**src/rtl/scan_chain_driver.sv**
```systemverilog
// Scan chain driver: each frame loads the selected design's input byte into its
// chain slot, latches, captures all design outputs and unloads the selected byte.
module scan_chain_driver #(
   parameter int unsigned NUM_DESIGNS = 100,
   parameter int unsigned SEL_W       = 9
) (
   input  logic             clk,
   input  logic             reset_n,
   input  logic [SEL_W-1:0] active_select,
   input  logic [7:0]       inputs,
   output logic [7:0]       outputs,
   output logic             ready,
   output logic             scan_clk,
   output logic             scan_data_out,
   input  logic             scan_data_in,
   output logic             scan_select,
   output logic             scan_latch_en
);

   localparam int unsigned L  = NUM_DESIGNS * 8;
   localparam int unsigned CW = $clog2(2 * L + 1);
   localparam logic [CW-1:0] LAST_SHIFT = CW'(2 * L - 1);
   localparam logic [CW-1:0] LAST_PAIR  = CW'(1);

   typedef enum logic [2:0] {
      ST_START,
      ST_LOAD,
      ST_LATCH,
      ST_CAPTURE,
      ST_UNLOAD,
      ST_DONE
   } state_t;

   state_t           state_q, state_d;
   logic [CW-1:0]    cnt_q, cnt_d;
   logic [SEL_W-1:0] sel_q, sel_d;
   logic [7:0]       din_q, din_d;
   logic [7:0]       shadow_q, shadow_d;
   logic [7:0]       outputs_q, outputs_d;
   logic             ready_q, ready_d;
   logic             scan_clk_q, scan_clk_d;
   logic             scan_data_out_q, scan_data_out_d;
   logic             scan_select_q, scan_select_d;
   logic             scan_latch_en_q, scan_latch_en_d;
   logic [CW-2:0]    k_q, k_d;
   logic [2:0]       bidx_q, bidx_d;

   // Shift k touches chain position L-1-k, i.e. design NUM_DESIGNS-1-k/8.
   function automatic logic slot_hit(input logic [CW-2:0] k, input logic [SEL_W-1:0] sel);
      int unsigned kk;
      kk = 32'(k);
      return ((NUM_DESIGNS - 1) - kk / 8) == 32'(sel);
   endfunction

   always_comb begin
      state_d   = state_q;
      cnt_d     = cnt_q;
      sel_d     = sel_q;
      din_d     = din_q;
      shadow_d  = shadow_q;
      outputs_d = outputs_q;
      k_q       = cnt_q[CW-1:1];
      bidx_q    = ~k_q[2:0];

      unique case (state_q)
         ST_START: begin
            sel_d    = active_select;
            din_d    = inputs;
            shadow_d = '0;
            cnt_d    = '0;
            state_d  = ST_LOAD;
         end
         ST_LOAD: begin
            if (cnt_q == LAST_SHIFT) begin
               cnt_d   = '0;
               state_d = ST_LATCH;
            end else begin
               cnt_d = cnt_q + CW'(1);
            end
         end
         ST_LATCH: begin
            if (cnt_q == LAST_PAIR) begin
               cnt_d   = '0;
               state_d = ST_CAPTURE;
            end else begin
               cnt_d = cnt_q + CW'(1);
            end
         end
         ST_CAPTURE: begin
            if (cnt_q == LAST_PAIR) begin
               cnt_d   = '0;
               state_d = ST_UNLOAD;
            end else begin
               cnt_d = cnt_q + CW'(1);
            end
         end
         ST_UNLOAD: begin
            // scan_clk is low in phase 0, so the chain tail is stable at this edge.
            if (!cnt_q[0] && slot_hit(k_q, sel_q)) begin
               shadow_d[bidx_q] = scan_data_in;
            end
            if (cnt_q == LAST_SHIFT) begin
               cnt_d     = '0;
               outputs_d = shadow_q;
               state_d   = ST_DONE;
            end else begin
               cnt_d = cnt_q + CW'(1);
            end
         end
         ST_DONE: begin
            cnt_d   = '0;
            state_d = ST_START;
         end
         default: begin
            cnt_d   = '0;
            state_d = ST_START;
         end
      endcase

      // Pin values are decoded from the next state so they register alongside it.
      k_d             = cnt_d[CW-1:1];
      bidx_d          = ~k_d[2:0];
      ready_d         = (state_d == ST_DONE);
      scan_clk_d      = (((state_d == ST_LOAD) || (state_d == ST_UNLOAD)) && cnt_d[0]) ||
                        ((state_d == ST_CAPTURE) && (cnt_d == LAST_PAIR));
      scan_data_out_d = (state_d == ST_LOAD) && slot_hit(k_d, sel_d) && din_d[bidx_d];
      scan_select_d   = (state_d == ST_CAPTURE);
      scan_latch_en_d = (state_d == ST_LATCH) && (cnt_d == '0);
   end

   always_ff @(posedge clk) begin
      if (!reset_n) begin
         state_q         <= ST_START;
         cnt_q           <= '0;
         sel_q           <= '0;
         din_q           <= '0;
         shadow_q        <= '0;
         outputs_q       <= '0;
         ready_q         <= 1'b0;
         scan_clk_q      <= 1'b0;
         scan_data_out_q <= 1'b0;
         scan_select_q   <= 1'b0;
         scan_latch_en_q <= 1'b0;
      end else begin
         state_q         <= state_d;
         cnt_q           <= cnt_d;
         sel_q           <= sel_d;
         din_q           <= din_d;
         shadow_q        <= shadow_d;
         outputs_q       <= outputs_d;
         ready_q         <= ready_d;
         scan_clk_q      <= scan_clk_d;
         scan_data_out_q <= scan_data_out_d;
         scan_select_q   <= scan_select_d;
         scan_latch_en_q <= scan_latch_en_d;
      end
   end

   assign outputs       = outputs_q;
   assign ready         = ready_q;
   assign scan_clk      = scan_clk_q;
   assign scan_data_out = scan_data_out_q;
   assign scan_select   = scan_select_q;
   assign scan_latch_en = scan_latch_en_q;

endmodule

```
**config.mk**
```make
export PLATFORM = sky130hd
export DESIGN_NAME = scan_chain_driver
export DESIGN_NICKNAME = d
export VERILOG_FILES = /design/src/rtl/scan_chain_driver.sv
export SDC_FILE = /design/constraint.sdc
export NUM_CORES = 1
export LEC_CHECK = 0
export CORE_AREA = 10 10 83 85
export DETAILED_ROUTE_END_ITERATION = 7
export DIE_AREA = 0 0 93 95
export GPL_ROUTABILITY_DRIVEN = 1
export PLACE_DENSITY = 0.75
export SETUP_SLACK_MARGIN = 0.3
export SYNTH_ARGS = -nofsm -noshare
export SYNTH_HDL_FRONTEND = slang
export SYNTH_SLANG_ARGS = --single-unit
```
**constraint.sdc**
```tcl
create_clock -name clk -period 4.3 [get_ports clk]
set_input_delay 0.43 -clock clk [delete_from_list [all_inputs] [get_ports clk]]
set_output_delay 0.43 -clock clk [all_outputs]
set_load 0.01 [all_outputs]
```
# Word level (Yosys, flattened, before mapping)
# Index checks and enable logic that the tools add are counted.
dict set report classes {
  addsub 3
  order_cmp 3
  n_eq_ne 15
  mux 17
  n_bitwise 2
  n_reduce_logical 17
}
# op n
set ops {}
lappend ops {{equality test 32 x 9 -> 1 bit} 2}
lappend ops {{equality test 11 x 1 -> 1 bit (second input constant)} 2}
lappend ops {{2-to-1 mux 11 bit} 2}
lappend ops {{case mux 11 bit (2 select lines)} 1}
lappend ops {{2-to-1 mux 8 bit} 2}
lappend ops {{case mux 8 bit (2 select lines)} 1}
lappend ops {{subtractor 7 x 7 -> 8 bit (first input constant)} 2}
lappend ops {{case mux 3 bit (5 select lines)} 1}
lappend ops {{equality test 3 x 2 -> 1 bit (second input constant)} 4}
lappend ops {{2-to-1 mux 3 bit} 4}
lappend ops {{adder 11 x 1 -> 11 bit (second input constant)} 1}
lappend ops {{equality test 11 bit (second input constant)} 1}
lappend ops {{zero test 11 bit} 1}
lappend ops {{equality test 3 bit (second input constant)} 3}
lappend ops {{2-to-1 mux 9 bit} 1}
lappend ops {{bitwise mux 8 bit} 1}
lappend ops {{< comparator 3 x 4 -> 1 bit (second input constant)} 2}
lappend ops {{logical AND 1 bit} 7}
lappend ops {{equality test 3 x 1 -> 1 bit (second input constant)} 2}
lappend ops {{NOT 3 bit} 2}
lappend ops {{AND reduction 2 bit} 2}
lappend ops {{OR reduction 2 bit} 2}
lappend ops {{binary-select mux 1 bit (select 3 bit)} 1}
lappend ops {{demux 1 bit (select 3 bit)} 1}
lappend ops {{7 further kinds} 9}
dict set report word_totals {
  regBits 52
  elab_cells 68
}

# Logic depth before layout (Yosys ltp)
dict set report depth {
  word_depth 8
  depth_mapped 15
  ltp_nobuf 14
}

# Least setup slack after synthesis
# No wires, ideal clock.
dict set report synth_path {
  kind {reg2reg}
  start {register cnt_q[6]}
  end {register scan_data_out_q (netlist: scan_data_out)}
  setup_time_ps 61
  t_arrival_ps 3388
  path_slack_ps 851
  stages_incl_launch_ff 16
  path_buffers 1
  cell_sequence {dfxtp_1 -> clkbuf_1 -> inv_1 -> ha_1 -> nor2b_1 -> and4_1 -> o221a_2 -> or2_2 -> ha_1 -> xor2_1 -> a2111oi_0 -> a32oi_1 -> o21ai_0 -> and3_1 -> o311a_1 -> and4_1}
}
dict set report synth_between {
  elab_chain_cells 7
  word_cells_on_any_way 19
  classes_between {add/sub (2); eq/ne (4); mux (10); bitwise (1); reduce/logical (2)}
}
# item line
set synth_rtl {}
lappend synth_rtl {{start: declaration} 35} ;# logic [CW-1:0] cnt_q, cnt_d;
lappend synth_rtl {{start signal: assignment} 146} ;# cnt_q <= cnt_d;
lappend synth_rtl {{adder 11 x 1 -> 11 bit, or another cell as far along} --}
lappend synth_rtl {{2-to-1 mux 11 bit, on equally long branches} --}
lappend synth_rtl {{case mux 11 bit (2 select lines)} 65} ;# unique case (state_q)
lappend synth_rtl {{subtractor 7 x 7 -> 8 bit / NOT 3 bit (equally long branches)} {52, 122}}
lappend synth_rtl {{equality test 32 x 9 -> 1 bit / binary-select mux 1 bit (select 3 bit) (equally long branches)} {52, 126}}
lappend synth_rtl {{logical AND 1 bit / 2-to-1 mux 1 bit (equally long branches)} 126} ;# scan_data_out_d = (state_d == ST_LOAD) && slot_hit(k_d, sel_d) && din_d[bidx_d];
lappend synth_rtl {{logical AND 1 bit (*)} 126}
lappend synth_rtl {{end signal: assignment} 153} ;# scan_data_out_q <= scan_data_out_d;
lappend synth_rtl {{end: declaration} 42} ;# logic scan_data_out_q, scan_data_out_d;
# Every way passes the cells marked *; elsewhere a longest branch is shown, timed or not. The select of a mux whose other input is x is not followed.
# A chain may end at the register's enable or synchronous reset.

# Worst setup path after layout
# Same ends and word-level chain as after synthesis.

==> results.toml <==
[place]
gp_congestion = 0.9029
hpwl_mm = 5.124
portBuffers = 32

[floorplanning]
fp.dieH_microns = 95
design.core.area_sq_um = 5338
num_rows = 27
dieArea_sq_um = 8835
start_util_pct = 53.63
top_level_ports = 33
die_w_microns = 93

[cts]
cts.sinks = 52
path_clk_slew_ns = 0.10
cts_tree = "yes"
post_cts_buffers = 0
clockRootBuffer = "clkbuf_8"
cts.path.max_buffers = 2
ctsResizeCount = 0
cts_buffers = 5
insertion_delay_ns = 0.31
cts.htree.levels = 2
cts_hold_buf = 0

[routing]
drt_wl_total_mm = 6.919
via_per_inst = 5.821
drcViolationCount = 0
wl_per_cell_microns = 16.09
drt_pass1_iterations = 5
ant_nets = 0
drt-initial-drc-count = 260
vias = 2503

[setup_path]
cp_cell_sequence = "inv_1, ha_1, nor2b_1, and4_1, o221a_2, or2_2, ha_1, xor2_1, a2111oi_1, a32oi_1, o21ai_0, and3_1, o311a_1, and4_1"
path_delay_family = "compound AO/OA/AOI/OAI gates"
crit_fanout = 10
crit_type = "reg -> reg"
timing.rr.end = "scan_data_out$_SDFF_PN0_"
r2r-start = "cnt_q[6]$_SDFF_PN0_"
slowest_stage = "dfxtp_1"
reg2regPathDepth = 14
worstPathRequired_ns = 4.56
critPathBufInv = 1
crit_path_start = "cnt_q[6]$_SDFF_PN0_"
regToRegSetupSlack_ns = 0.56
max_stage_delay_ns = 0.58
cp.arrival_ns = 4.00
end_kind = "flip-flop"
start_kind = "flip-flop"

[synth]
syn_nets = 364
syn_inst = 339
synthTopCellsByArea = "dfxtp_1 36%, nand2_1 6.3%, a21boi_0 5.2%"
synthFlopType = "dfxtp_1"
synthArstFlopShare_pct = 0
syn_area_per_cell_sq_um = 8.445
ys_seq_elements = 52
synth_seq_area_share_pct = 36.36
synthDominantCellAreaShare_pct = 36.36
yosysUniqueCellTypes = 59
syn_area_sq_um = 2863
synth_edf_count = 0
yosys.area.top_type = "dfxtp_1"
ys_warn_count = 0

[power]
total_power_mw = 0.8896
p_leak_nw = 1.205
power.density_nw_per_um2 = 268.1
ir_drop_mv = 0.1843

[final_layout]
fin_nets = 382
drive_gt1_share_pct = 7.821
syn_to_final_growth_pct = 15.91
n_antenna_cell = 0

[worst_hold_path]
worstHoldStart = "outputs[3]$_SDFFE_PN0P_"
hold_path_end = "outputs[3]$_SDFFE_PN0P_"
whs_path_depth = 2
hp-class = "reg -> reg"

[sta]
slew_viol_final = 0
setup_violations = 0
rsz0062_at_grt = "no"
setup_tns_ns = 0
slew_headroom_pct = 22.03
fmax_mhz = 267.6
finalCritPeriodShare_pct = 86.89
final-hold-violation-count = 0
worst_pin_slew_ns = 1.164
fin_skew_ns = 0.004933
fin_crit_ns = 3.736

[global_routing]
grt_max_degree = 24
grt_use_total_pct = 15.95
grt_pass1_vias = 2337
antenna_found_initial = 0
overflow = 0
grt_pass1_wl_mm = 11.45

[outcome]
outcome = "complete, no violations"

[flow_run]
drv_cap = 0
-- worst min-delay path: stages, from the launching register on --
cell      delay [ns]
dfxtp_1         0.32
nand2_1         0.04
a21boi_0        0.06
-- cell type report --
type | count | area, sq um
fill | 519 | 2019
sequential | 52 | 1042
timing repair buffer | 34 | 335.3
tap | 72 | 90.09
clock buffer | 5 | 68.82
clock inverter | 3 | 26.28
multi-input combinational | 256 | 1725
inverter | 8 | 30.03
-- metrics by stage --
step                instances  setup WS [ns]  hold slack (ns)  utilization (%)  cell area [sq um]
global placement          422         0.6403           0.4502            59.78               3191
finish                    430         0.5635           0.4704            62.17               3318
floorplan                 339         0.8511           0.4375                -               2863
detailed placement        422         0.4051           0.4616            59.78               3191
global route              430         0.3428           0.4972            62.17               3318
CTS                       430         0.3262           0.4758            61.56               3286
-- kinds of logic after synthesis --
kind of cell,count (synthesis),share of synthesized area [%]
muxes,13,5.463
xor gates and xnor gates,21,6.906
buffers and inverters,31,4.633
and+or+nand+nor,143,25.87
adders and majority gates,7,2.885
AOI/OAI and AO/OA,72,17.88
DFF,52,36.36
-- sequential cells by signal (all words and copies together) (netlist names) --
signal         cells
cnt_q             11
din_q              8
outputs            8
ready              1
scan_clk           1
scan_data_out      1
scan_latch_en      1
scan_select        1
sel_q              9
shadow_q           8
state_q            3
-- Yosys cell counts, types with 4 or more instances --
master / n
a21boi_1: 4
a21oi_1: 7
mux2i_1: 10
clkbuf_1: 15
nor3_1: 8
or3_1: 5
a21boi_0: 20
xnor2_1: 12
inv_1: 8
nand3_1: 12
nand4_1: 4
and3_1: 4
nor2b_1: 16
dfxtp_1: 52
xor2_1: 8
ha_1: 5
buf_2: 7
o21ai_0: 14
nor2_1: 23
nand2_1: 48
-- power breakdown --
| group | leakage, nW | switching (mW) | internal [mW] |
|---|---|---|---|
| clock network | 0.0423 | 0.176 | 0.119 |
| registers | 0.423 | 0.0101 | 0.492 |
| logic | 0.740 | 0.0444 | 0.0482 |
-- placed cells by master, fill, tap and decap left out, types with 2 or more instances in the layout --
cell             count
nand3_1             11
nand2b_1             2
clkinvlp_4           2
nand2_1             48
maj3_1               2
o21ai_0             14
a31oi_1              3
nor2b_1             16
and3_1               4
and4_1               2
clkdlybuf4s50_1     32
a21boi_0            20
a21oi_1              7
nor3_1               6
or2_2                3
o21a_1               2
nand3b_1             2
and2_1               2
clkbuf_8             5
a32oi_1              2
buf_4                2
nor4_1               3
xnor2_1             12
o211ai_1             2
nand4_1              4
dfxtp_1             51
or3_1                5
xor2_1               8
mux2i_1             10
inv_1                8
a21boi_1             4
ha_1                 5
o31ai_1              3
nor2_1              23
a221oi_1             2
mux4_2               2
-- worst max path at each step --
stage                     cells past startpoint                        to  slack (ns)
after floorplan                              15  scan_data_out$_SDFF_PN0_        0.85
after global placement                       13  scan_data_out$_SDFF_PN0_        0.64
after global routing                         14  scan_data_out$_SDFF_PN0_        0.34
after CTS                                    13  scan_data_out$_SDFF_PN0_        0.33
after detailed placement                     13  scan_data_out$_SDFF_PN0_        0.41
final                                        14  scan_data_out$_SDFF_PN0_        0.56
-- per-layer routing --
layer | track usage, % | wire (microns)
met1 | 19.99 | 3011
met2 | 25.18 | 3199
met3 | 4.520 | 548
met4 | 6.684 | 160
met5 | 0 | 0
No activity file was read; power rests on OpenSTA's default activity.
